### src/rtl/eth_phy_rx_block_aligner.sv
// eth_phy_rx_block_aligner: 64b/66b-style block lock FSM with internal barrel-shift or external SERDES bit-slip.
module eth_phy_rx_block_aligner #(
    parameter int DATA_WIDTH   = 64,
    parameter int HDR_WIDTH    = 2,
    parameter int FRAME_WIDTH  = DATA_WIDTH + HDR_WIDTH,
    parameter int SH_CNT_MAX   = 64,
    parameter int INVALID_MAX  = 16,
    parameter int SLIP_WAIT    = 2,
    parameter int BITSLIP_MODE = 0
) (
    input  logic                           clk,
    input  logic                           rst,
    input  logic [FRAME_WIDTH-1:0]         i_serdes_rx,
    input  logic                           i_serdes_rx_valid,
    output logic [DATA_WIDTH-1:0]          o_serdes_rx_data,
    output logic [HDR_WIDTH-1:0]           o_serdes_rx_hdr,
    output logic                           o_serdes_rx_valid,
    output logic                           o_serdes_rx_bitslip,
    output logic                           o_rx_block_lock,
    output logic [$clog2(FRAME_WIDTH)-1:0] o_sh_pos,
    output logic [15:0]                    o_slip_count
);
    localparam int PW = $clog2(FRAME_WIDTH);
    localparam int CW = $clog2(SH_CNT_MAX + 1);
    localparam int WW = $clog2(SLIP_WAIT + 2);

    // Registered states are LOCK_INIT/TEST_SH/SLIP/SLIP_WAIT; the rest name the per-word test outcome.
    typedef enum logic [2:0] {
        ST_LOCK_INIT, ST_RESET_CNT, ST_TEST_SH, ST_VALID_SH,
        ST_INVALID_SH, ST_GOOD_64, ST_SLIP, ST_SLIP_WAIT
    } state_t;

    state_t                 r_state, w_state_nxt, w_test;
    logic [FRAME_WIDTH-1:0] r_prev, w_window;
    logic [DATA_WIDTH-1:0]  r_data;
    logic [HDR_WIDTH-1:0]   r_hdr, w_hdr;
    logic                   r_valid, r_bitslip, r_lock, w_sh_valid, w_done;
    logic [PW-1:0]          r_sh_pos, w_sh_pos_nxt;
    logic [15:0]            r_slip_cnt;
    logic [CW-1:0]          r_sh_cnt, r_inv_cnt, w_cnt_inc, w_inv_inc;
    logic [WW-1:0]          r_wait;

    assign w_window   = FRAME_WIDTH'({i_serdes_rx, r_prev} >> r_sh_pos);
    assign w_hdr      = w_window[HDR_WIDTH-1:0];
    assign w_sh_valid = w_hdr[0] ^ w_hdr[1];
    assign w_cnt_inc  = r_sh_cnt + 1'b1;
    assign w_inv_inc  = r_inv_cnt + CW'(!w_sh_valid);
    assign w_done     = w_cnt_inc == CW'(SH_CNT_MAX);
    // External slip mode leaves the window at offset 0; the SERDES moves the bits instead.
    assign w_sh_pos_nxt = (BITSLIP_MODE != 0 || r_sh_pos == PW'(FRAME_WIDTH - 1)) ? '0 : r_sh_pos + 1'b1;

    always_comb begin
        w_test = ST_TEST_SH;
        if (!w_sh_valid && (w_inv_inc == CW'(INVALID_MAX) || !r_lock))
            w_test = ST_SLIP;
        else if (w_done)
            w_test = (w_inv_inc == '0) ? ST_GOOD_64 : ST_RESET_CNT;
        else
            w_test = w_sh_valid ? ST_VALID_SH : ST_INVALID_SH;
    end

    always_comb begin
        w_state_nxt = r_state;
        case (r_state)
            ST_LOCK_INIT: w_state_nxt = i_serdes_rx_valid ? ST_TEST_SH : ST_LOCK_INIT;
            ST_TEST_SH:   w_state_nxt = (i_serdes_rx_valid && w_test == ST_SLIP) ? ST_SLIP : ST_TEST_SH;
            ST_SLIP:      w_state_nxt = (SLIP_WAIT == 0) ? ST_TEST_SH : ST_SLIP_WAIT;
            ST_SLIP_WAIT: w_state_nxt = (i_serdes_rx_valid && r_wait == WW'(SLIP_WAIT - 1)) ? ST_TEST_SH : ST_SLIP_WAIT;
            default:      w_state_nxt = ST_LOCK_INIT;
        endcase
    end

    always_ff @(posedge clk) begin
        if (rst) begin
            r_state    <= ST_LOCK_INIT;
            r_prev     <= '0;
            r_data     <= '0;
            r_hdr      <= '0;
            r_valid    <= 1'b0;
            r_bitslip  <= 1'b0;
            r_lock     <= 1'b0;
            r_sh_pos   <= '0;
            r_slip_cnt <= '0;
            r_sh_cnt   <= '0;
            r_inv_cnt  <= '0;
            r_wait     <= '0;
        end else begin
            r_state   <= w_state_nxt;
            r_valid   <= i_serdes_rx_valid;
            r_bitslip <= 1'b0;
            if (i_serdes_rx_valid) begin
                r_prev <= i_serdes_rx;
                r_data <= w_window[FRAME_WIDTH-1:HDR_WIDTH];
                r_hdr  <= w_hdr;
            end
            if (r_state != ST_SLIP_WAIT)
                r_wait <= '0;
            else if (i_serdes_rx_valid)
                r_wait <= r_wait + 1'b1;
            if (i_serdes_rx_valid && r_state == ST_TEST_SH) begin
                r_sh_cnt  <= (w_test == ST_VALID_SH || w_test == ST_INVALID_SH) ? w_cnt_inc : '0;
                r_inv_cnt <= (w_test == ST_VALID_SH || w_test == ST_INVALID_SH) ? w_inv_inc : '0;
                if (w_test == ST_GOOD_64)
                    r_lock <= 1'b1;
                if (w_test == ST_SLIP) begin
                    r_lock     <= 1'b0;
                    r_bitslip  <= 1'b1;
                    r_sh_pos   <= w_sh_pos_nxt;
                    r_slip_cnt <= r_slip_cnt + {15'd0, r_slip_cnt != 16'hFFFF};
                end
            end
        end
    end

    assign o_serdes_rx_data    = r_data;
    assign o_serdes_rx_hdr     = r_hdr;
    assign o_serdes_rx_valid   = r_valid;
    assign o_serdes_rx_bitslip = r_bitslip;
    assign o_rx_block_lock     = r_lock;
    assign o_sh_pos            = r_sh_pos;
    assign o_slip_count        = r_slip_cnt;
endmodule

### config.mk
export PLATFORM = sky130hd
export DESIGN_NAME = eth_phy_rx_block_aligner
export DESIGN_NICKNAME = d
export VERILOG_FILES = /design/src/rtl/eth_phy_rx_block_aligner.sv
export SDC_FILE = /design/constraint.sdc
export NUM_CORES = 1
export LEC_CHECK = 0
export CELL_PAD_IN_SITES_DETAIL_PLACEMENT = 1
export CELL_PAD_IN_SITES_GLOBAL_PLACEMENT = 2
export CORE_ASPECT_RATIO = 0.9
export CORE_MARGIN = 1
export CORE_UTILIZATION = 34
export CTS_BUF_LIST = sky130_fd_sc_hd__clkbuf_16
export DETAILED_ROUTE_END_ITERATION = 6
export GPL_ROUTABILITY_DRIVEN = 0
export PLACE_DENSITY_LB_ADDON = 0.2
export SYNTH_ARGS = -nofsm -noshare
export SYNTH_HDL_FRONTEND = slang
export SYNTH_SLANG_ARGS = --single-unit
### constraint.sdc
create_clock -name clk -period 4.34 [get_ports clk]
set_input_delay 0.868 -clock clk [delete_from_list [all_inputs] [get_ports clk]]
set_output_delay 0.868 -clock clk [all_outputs]
set_load 0.005 [all_outputs]
Word-level counts from Yosys, hierarchy flattened
Cells that the tools add are included.
Word-level totals
  input port bits: 69
  logic and storage cells: 62
  bits in writable memories: 0
  output and inout port bits: 92
  memory bits (read-only): 0
  memories kept: 0
  register bits after elaboration: 177
  latch bits: 0
Cells by class
  mux-type cells: 14
  $lt $le $gt $ge: 0
  shift operators: 1
  add/subtract/negate cells: 5
  bitwise gates (word level): 2
  reductions and logical operators: 15
  divide/modulo/power cells: 0
  multiply operators: 0
  equal/unequal tests: 13
Operators by type and width (count)
  $shr 132x7->66: 1
  $mux 7: 3
  $mux 3: 6
  $add 16x1->16: 1
  $ne 16x16->1 const B: 1
  $eq 3x3->1 const B: 5
  $add 7x1->7 const B: 2
  $eq 7x7->1 const B: 2
  $pmux 3 s4: 1
  $add 7x1->7: 1
  $eq 7x5->1 const B: 1
  $logic_not 7->1: 1
  $eq 3x2->1 const B: 2
  $logic_and 1x1->1: 4
  $reduce_and 2->1: 2
  $reduce_or 2->1: 2
  $logic_not 3->1: 1
  $mux 1: 3
  $ne 3x3->1 const B: 1
  $add 2x1->2 const B: 1
  $eq 2x1->1 const B: 1
  $logic_not 1->1: 2
  $logic_or 1x1->1: 2
  $mux 2: 1
  other kinds (3): 3

Logic depth before layout (Yosys ltp)
Gate-level depths: netlist of run 1.
  depth after elaboration: 12
  mapped depth: 23
  mapped depth without buffers: 18

Worst setup path after synthesis of run 1
No wires, ideal clock.
  path type: input -> register
  from: in i_serdes_rx[17]
  to: reg r_slip_cnt[7], in the netlist o_slip_count[7]
  data arrival time: 4.639 ns
  setup time: 0.070 ns
  slack: -0.369 ns
  required time: 4.270 ns
  stages on the path: 18
  path through: mux2_1 -> mux4_2 -> o32a_1 -> and4_4 -> nand3_2 -> nand4_2 -> and2_1 -> ha_1 -> ha_1 -> xor2_1 -> or3_1 -> nor3_1 -> nand2_1 -> nand2_1 -> nand4_4 -> buf_6 -> or4_1 -> a21oi_1
On the way
  longest elaborated chain between the ends: 10
RTL lines
  from (decl): line 13  | input logic [FRAME_WIDTH-1:0] i_serdes_rx,
  $shr 132x7->66 *: line 43  | assign w_window = FRAME_WIDTH'({i_serdes_rx, r_prev} >> r_sh_pos);
  $xor 1x1->1 *: line 45  | assign w_sh_valid = w_hdr[0] ^ w_hdr[1];
  $logic_not 1->1: line 47, 54
  $add 7x1->7: line 47  | assign w_inv_inc = r_inv_cnt + CW'(!w_sh_valid);
  $logic_not 7->1 or $eq 7x5->1 (tied branches): line 57, 54
  $mux 3 or $logic_or 1x1->1 (tied branches): line 57, 54
  $mux 3 or $logic_and 1x1->1 (tied branches): line 56, 54
  $mux 3 *: line 54  | if (!w_sh_valid && (w_inv_inc == CW'(INVALID_MAX) || !r_lock))
  $eq 3x3->1 *: line 105  | if (w_test == ST_SLIP) begin
  $reduce_and 2->1 (no line) *
  to (signal assigned): line 109  | r_slip_cnt <= r_slip_cnt + {15'd0, r_slip_cnt != 16'hFFFF};
  to (decl): line 39  | logic [15:0] r_slip_cnt;
Mark *: on every way between the ends. The rest lies on a longest branch, timed or not.
A chain may end at the register's enable or synchronous reset.

Worst setup path in the final report of run 1
  from: reg r_sh_pos[1], in the netlist o_sh_pos[1]
  to: reg r_sh_pos[1], in the netlist o_sh_pos[1]
On the way
  longest elaborated chain between the ends: 10
RTL lines
  from (decl): line 38  | logic [PW-1:0] r_sh_pos, w_sh_pos_nxt;
  from (signal assigned): line 108  | r_sh_pos <= w_sh_pos_nxt;
  $shr 132x7->66: line 43
  $xor 1x1->1: line 45
  $logic_not 1->1: line 47, 54
  $add 7x1->7: line 47
  $logic_not 7->1 or $eq 7x5->1 (tied branches): line 57, 54
  $mux 3 or $logic_or 1x1->1 (tied branches): line 57, 54
  $mux 3 or $logic_and 1x1->1 (tied branches): line 56, 54
  $mux 3: line 54
  $eq 3x3->1: line 105
  $reduce_and 2->1 (no line)
Several ways; a longest one is shown, not always the timed one.

==> metrics.md, run 1 <==
| Metric | Value |
|---|---|
| Outcome | complete, but fails checks |
| Violated checks | setup timing |
| RSZ-0062 raised after global routing | yes |
| Post-synth EDFFs | 0 |
| CP Buf/Inv Count | 3 |
| Critical Path RT | 4.72 ns |
| Final wirelength | 76400 um |
| Iter 0 DRT Violations | 1533 |
| Pin count of the biggest net entering global routing | 93 |
| Post-synthesis sequential element count | 177 |
| IO Count | 161 |
| Slowest stage delay, CP | 0.51 ns |
| Arrival time at the worst endpoint | 5.05 ns |
| Worst path cell trace | buf_12, buf_12, mux4_2, mux2i_1, mux4_2, a22oi_2, nand3_4, nand4_4, and2_4, ha_4, ha_4, xor2_1, or3_1, nor3_2, nand2_1, nand2_4, nand4_4, buf_6, or4_4, o31ai_2 |
| Top cells by area, synth | mux4_2 25%, dfxtp_1 21%, mux2i_1 14% |
| GRT Util Overall | 29.9% |
| Clock Path Buffers | 2 |
| Synth Flop Type | dfxtp_1 |
| Final hold violations | 0 |
| Register-to-register setup slack | -0.33 ns |
| Row Count | 77 |
| Synth cell types | 72 |
| Ys async rst share | 0% |
| TritonCTS Buffers | 17 |
| P_leak | 8.87 nW |
| DR pass1 iterations | 5 |
| Area leader, netlist | mux4_2 |
| Endpoints failing setup | 40 |
| Final worst path period share | 108% |
| Synth Net Count | 1887 |
| Layout Skew | 0.0141 ns |
| Slew HR | 31.6% |
| Die height | 214 um |
| Die width | 238 um |
| Critical path type | reg2reg |
| Clock latency at the later pin of the worst-skew pair | 0.48 ns |
| First-pass GRT wire length | 114000 um |
| # DRC | 0 |
| Reg-to-Reg Start | o_sh_pos[1] |
| DR vias | 16900 |
| Worst setup EP type | flip-flop |
| Final Util | 44.6% |
| Fin. max-slew vios | 0 |
| CP Max Fanout | 7 |
| Slowest-stage cell, CP | mux4_2 |
| Avg WL per Cell | 27.4 um |
| Clk sinks | 177 |
| Clock root cell | clkbuf_16 |
| Synth Warn # | 0 |
| Hold_ws | 0.454 ns |
| CTS tree | built |
| Sequential area share after synthesis | 20.8% |
| MaxCap Viol Count | 0 |
| Worst min path class | reg2reg |
| GRT overflow | 0 |
| Post-Synthesis Cells | 1810 |
| Dpl hpwl | 58700 um |
| Clk slew on worst S/H paths | 0.08 ns |
| Vias in the first global route | 17300 |
| Initial antenna violation count | 2 |
| Share of cells above drive strength 1 | 33.0% |
| Overall power | 5.20 mW |
| VDD IR max | 0.290 mV |
| Crit start category | flip-flop |
| Max Fclk | 0.214 GHz |
| CP Launch Point | o_sh_pos[1] |
| Post-synth top area share | 25.4% |
| Syn Std Cell Area | 17000 um2 |
| Most frequent cells in the layout | 264 x buf_4, 256 x nor2_1, 225 x mux2i_1, 192 x nand2_1, 192 x mux4_2 |
| Largest delay share family, worst path | simple AND/OR/NAND/NOR gates |
| P&R area growth vs syn | 29.2% |
| Final instance area | 22000 um2 |
| CTS HTree Levels | 4 |
| Nets | 2184 |
| Vias per cell | 6.04 |
| Most common cell after layout, fill and taps aside | buf_4 |
| Core Area | 49300 um2 |
| Mean Syn Cell Area | 9.41 um2 |
| Placement Cell Area | 20800 um2 |
| Power per cell area | 236 nW/um2 |
| Filler Cell Count | 5642 |
| Least-Margin Pin Slew | 1.03 ns |
| Number of port buffers | 160 |
| ANT nets after route | 0 |
| Hold path startpoint | r_sh_cnt[6] |
| Die area | 51000 um2 |
| Initial Util | 34.5% |
| Hold_buf cts | 0 |
| Fin crit period | 4.67 ns |
| Final setup margin | -0.326 ns |
| Setup TNS | -7.89 ns |
[layout make-up]
type                    instances  area [um2]  share of cell area (%)
clock inverters                14         153                   0.694
flip-flops and latches        177        3560                    16.2
repair buffers                453        4000                    18.2
multi-input cells            1447       13000                    58.9
well taps                     671         840                    3.81
clock buffers                  17         425                    1.93
inverters                      11        51.3                   0.233
diodes                          2        5.00                  0.0227
[kinds of logic after synthesis]
| group | after synthesis | synth area share, % |
|---|---|---|
| mux | 526 | 45.8 |
| compound gates | 320 | 12.3 |
| simple gates | 584 | 14.9 |
| fa+ha+maj | 8 | 0.588 |
| flops | 177 | 20.8 |
| buf+inv | 187 | 5.22 |
| xor+xnor | 8 | 0.411 |
[worst paths after layout]
kind                                    end  depth (start not counted)
worst min register to register  r_sh_cnt[6]                          2
worst min-delay path            r_sh_cnt[6]                          2
worst max register to register  o_sh_pos[1]                         20
worst max-delay path            o_sh_pos[1]                         20
[cell usage after synthesis, types with 10 or more instances]
library cell    n
a22o_1         10
buf_2          29
buf_4          21
a31oi_1        15
nor3_1         30
o211ai_1       12
o221ai_1       16
a21oi_1        74
nand3_1        18
o21ai_0        85
clkbuf_1       89
mux2i_1       234
nand2_1       194
buf_1          29
dfxtp_1       177
mux2_2         99
a211oi_1       45
mux4_2        192
nor2_1        259
and2_1         13
[sequential cells by signal, indices dropped and copies added (netlist names)]
| name | flops |
|---|---|
| r_sh_cnt | 7 |
| o_rx_block_lock | 1 |
| o_serdes_rx_hdr | 2 |
| o_serdes_rx_valid | 1 |
| o_serdes_rx_data | 64 |
| o_serdes_rx_bitslip | 1 |
| o_slip_count | 16 |
| r_prev | 66 |
| o_sh_pos | 7 |
| r_inv_cnt | 7 |
| r_state | 3 |
| r_wait | 2 |
[worst reg2reg max path, stage by stage (launching register included)]
cell and delay (ns):
dfxtp_4 0.42, buf_12 0.18, buf_12 0.14, mux4_2 0.51, mux2i_1 0.36, mux4_2 0.39, a22oi_2 0.12, nand3_4 0.15
nand4_4 0.12, and2_4 0.18, ha_4 0.16, ha_4 0.16, xor2_1 0.13, or3_1 0.34, nor3_2 0.17, nand2_1 0.12
nand2_4 0.12, nand4_4 0.16, buf_6 0.18, or4_4 0.42, o31ai_2 0.07
[where the power goes]
group	total (mW)	internal, mW	switching (mW)
combinational	1.82	0.853	0.970
clock	1.60	0.808	0.795
sequential	1.77	1.70	0.0687
total	5.20	3.36	1.83
[through the flow]
stage               setup WS, ns  instances
global route              -0.478       2790
CTS                       -0.275       2781
finish                    -0.326       2792
detailed placement         -1.02       2731
floorplan                 -0.101       1810
global placement          -0.991       2731
[metal layers]
metal | GRT usage [%] | up-vias | part of all wire (%)
li1 | - | 7494 | -
met1 | 39.0 | 8602 | 41
met2 | 49.6 | 649 | 48
met3 | 5.38 | 128 | 7.2
met4 | 10.5 | 0 | 3.5
met5 | 0 | - | 0
[timing repair]
item                                    in CTS  in global routing
pin swaps                                   19                 17
endpoints found under the setup margin      40                 40
gates cloned                                 3                  0
gates resized for setup                     70                 44
buffers inserted                            19                  9
Note: power is estimated with default switching activity, not from simulation.
==> inputs of run 2 (changes only) <==
- CAP_MARGIN: not set -> 10
- MAX_ROUTING_LAYER: not set -> met4
==> run 2 against run 1 <==
  * The run still ends with setup timing left
  * Combinational power about the same
  * Register-to-register slack better by 0.03 ns
  * First-iteration DRC count grew 16%
  * Critical endpoint unchanged
  * Largest cell class unchanged
==> metrics.md, run 2 (same netlist as run 1, synthesis figures left out) <==
| Metric | Value |
|---|---|
| Pin count of the biggest net entering global routing | 93 (unchanged) |
| # DRC | 0 (unchanged) |
| Iter 0 DRT Violations | 1784 (+16%) |
| Clk slew on worst S/H paths | 0.08 ns (about the same) |
| Final setup margin | -0.317 ns (+0.00839 ns) |
| Hold path depth | 2 (unchanged) |
| Max reg flops | 66 (unchanged) |
| Filler Cell Count | 5637 (-0.089%) |
| R2R cell count | 21 (+5.0%) |
| Die height | 214 um (unchanged) |
| Clock root cell | clkbuf_16 |
| Dpl hpwl | 58700 um (unchanged) |
| Arrival time at the worst endpoint | 5.04 ns (about the same) |
| CTS HTree Levels | 4 (unchanged) |
| Number of port buffers | 160 (unchanged) |
| DR vias | 16900 (+0.059%) |
| P_leak | 8.87 nW (about the same) |
| MaxCap Viol Count | 0 (unchanged) |
| Outcome | complete, but fails checks |
| Final hold violations | 0 (unchanged) |
| Slew HR | 31.9% (+0.32 points) |
| ANT nets after route | 0 (unchanged) |
| Die width | 238 um (unchanged) |
| Most common cell after layout, fill and taps aside | buf_4 |
| Reg-to-Reg Start | o_sh_pos[1] |
| Worst flop-to-flop path endpoint | o_sh_pos[1] |
| Slowest stage delay, CP | 0.45 ns (-0.06 ns) |
| Final wirelength | 76500 um (about the same) |
| Final Util | 44.6% (about the same) |
| GRT Util Overall | 30.8% (+0.91 points) |
| Clk sinks | 177 (unchanged) |
| Clock Path Buffers | 2 (unchanged) |
| CTS tree | built |
| Slowest-stage cell, CP | clkdlybuf4s50_1 |
| Vias in the first global route | 17200 (-0.22%) |
| Overall power | 5.21 mW (+0.20%) |
| Fin crit period | 4.66 ns (-0.00839 ns) |
| P&R area growth vs syn | 29.1% (about the same) |
| CP Max Fanout | 7 (unchanged) |
| Initial antenna violation count | 1 (-1) |
| Crit start category | input pin |
| Die area | 51000 um2 (unchanged) |
| Fin. max-slew vios | 0 (unchanged) |
| Max Fclk | 0.215 GHz (+0.18%) |
| DR pass1 iterations | 5 (unchanged) |
| Initial Util | 34.5% (unchanged) |
| Share of cells above drive strength 1 | 33.1% (+0.094 points) |
| First-pass GRT wire length | 114000 um (about the same) |
| GRT overflow | 0 (unchanged) |
| Row Count | 77 (unchanged) |
| Reg with most FFs | r_prev |
| Avg WL per Cell | 27.4 um (+0.12%) |
| Setup TNS | -7.36 ns (+0.532 ns) |
| IO Count | 161 (unchanged) |
| Clock latency at the later pin of the worst-skew pair | 0.48 ns (about the same) |
| Worst path cell trace | clkdlybuf4s50_1, buf_6, mux4_2, mux2i_1, buf_4, mux4_2, nand2_2, a31o_4, and2_4, ha_4, ha_4, xor2_1, or3_1, nor3_2, nand2_1, nand2_4, nand4_4, buf_6, or4_4, o31ai_2 |
| Power per cell area | 237 nW/um2 (+0.27%) |
| Critical Path RT | 4.73 ns (about the same) |
| Endpoints failing setup | 39 (-2.5%) |
| Nets | 2184 (unchanged) |
| Worst min path class | reg2reg |
| Critical path type | in2reg |
| Hold Path End | r_sh_cnt[6] |
| Hold path startpoint | r_sh_cnt[6] |
| Core Area | 49300 um2 (unchanged) |
| Hold_ws | 0.459 ns (+0.00537 ns) |
| Violated checks | setup timing |
| Least-Margin Pin Slew | 1.02 ns (-0.00484 ns) |
| VDD IR max | 0.292 mV (+0.57%) |
| Layout Skew | 0.0142 ns (+0.000122 ns) |
| Worst setup EP type | flip-flop |
| Most frequent cells in the layout | 266 x buf_4, 256 x nor2_1, 224 x mux2i_1, 192 x nand2_1, 192 x mux4_2 |
| RSZ-0062 raised after global routing | yes |
| TritonCTS Buffers | 17 (unchanged) |
| Hold_buf cts | 0 (unchanged) |
| Vias per cell | 6.05 (about the same) |
| Final worst path period share | 107% (-0.19 points) |
| Register-to-register setup slack | -0.30 ns (+0.03 ns) |
==> run 2: final cells by class <==
cell class,count,area (um2),area share (%)
Antenna cell,1,2.50,0.0114
Clock buffer,17,425,1.93
Clock inverter,14,153,0.694
Inverter,11,51.3,0.233
Multi-Input combinational cell,1447,13000,58.9
Sequential cell,177,3560,16.2
Tap cell,671,840,3.82
Timing Repair Buffer,453,4000,18.2
==> run 2: where the power goes <==
group / switching (mW) / internal [mW]
combinational: 0.974 / 0.853
sequential: 0.0686 / 1.70
clock: 0.801 / 0.808
==> run 2: critical path, delay by kind of cell <==
| family | cells | cell delay, ns |
|---|---|---|
| muxes | 3 | 0.91 |
| buffers and inverters | 4 | 0.95 |
| AOI/OAI and AO/OA | 2 | 0.34 |
| adders and majority gates | 2 | 0.32 |
| xor gates and xnor gates | 1 | 0.13 |
| and+or+nand+nor | 8 | 1.52 |
==> run 2: routing by layer <==
metal  part of all wire [%]  track usage, %  vias to the layer above
li1                       -               -                     7500
met3                    7.3            5.36                      135
met1                     41            39.1                     8592
met5                      0               -                        -
met4                    3.3            10.0                        0
met2                     48            49.7                      656
==> run 2: timing repair <==
action	in CTS	in global routing
pin swaps	19	14
hold endpoints to repair	0	0
endpoints found under the setup margin	40	40
gates cloned	3	0
gates resized for setup	70	43
setup buffers	19	9
==> run 2: per-stage QoR <==
stage / worst slack [ns] / cell area, um2 / cells
2_1_floorplan: -0.101 / 17100 / 1810
3_3_place_gp: -0.991 / 20800 / 2731
3_5_place_dp: -1.02 / 20800 / 2731
4_1_cts: -0.275 / 21700 / 2781
5_1_grt: -0.476 / 22000 / 2790
6_report: -0.317 / 22000 / 2791
==> run 2: how the worst max path moves through the flow <==
stage                                from  cells past startpoint     endpoint
after floorplan           i_serdes_rx[15]                     17  o_sh_pos[2]
after global placement    i_serdes_rx[40]                     20  o_sh_pos[4]
after detailed placement  i_serdes_rx[42]                     20  o_sh_pos[1]
after CTS                     o_sh_pos[1]                     21  o_sh_pos[1]
after global routing          o_sh_pos[1]                     21  o_sh_pos[1]
final                      i_serdes_rx[6]                     20  o_sh_pos[1]
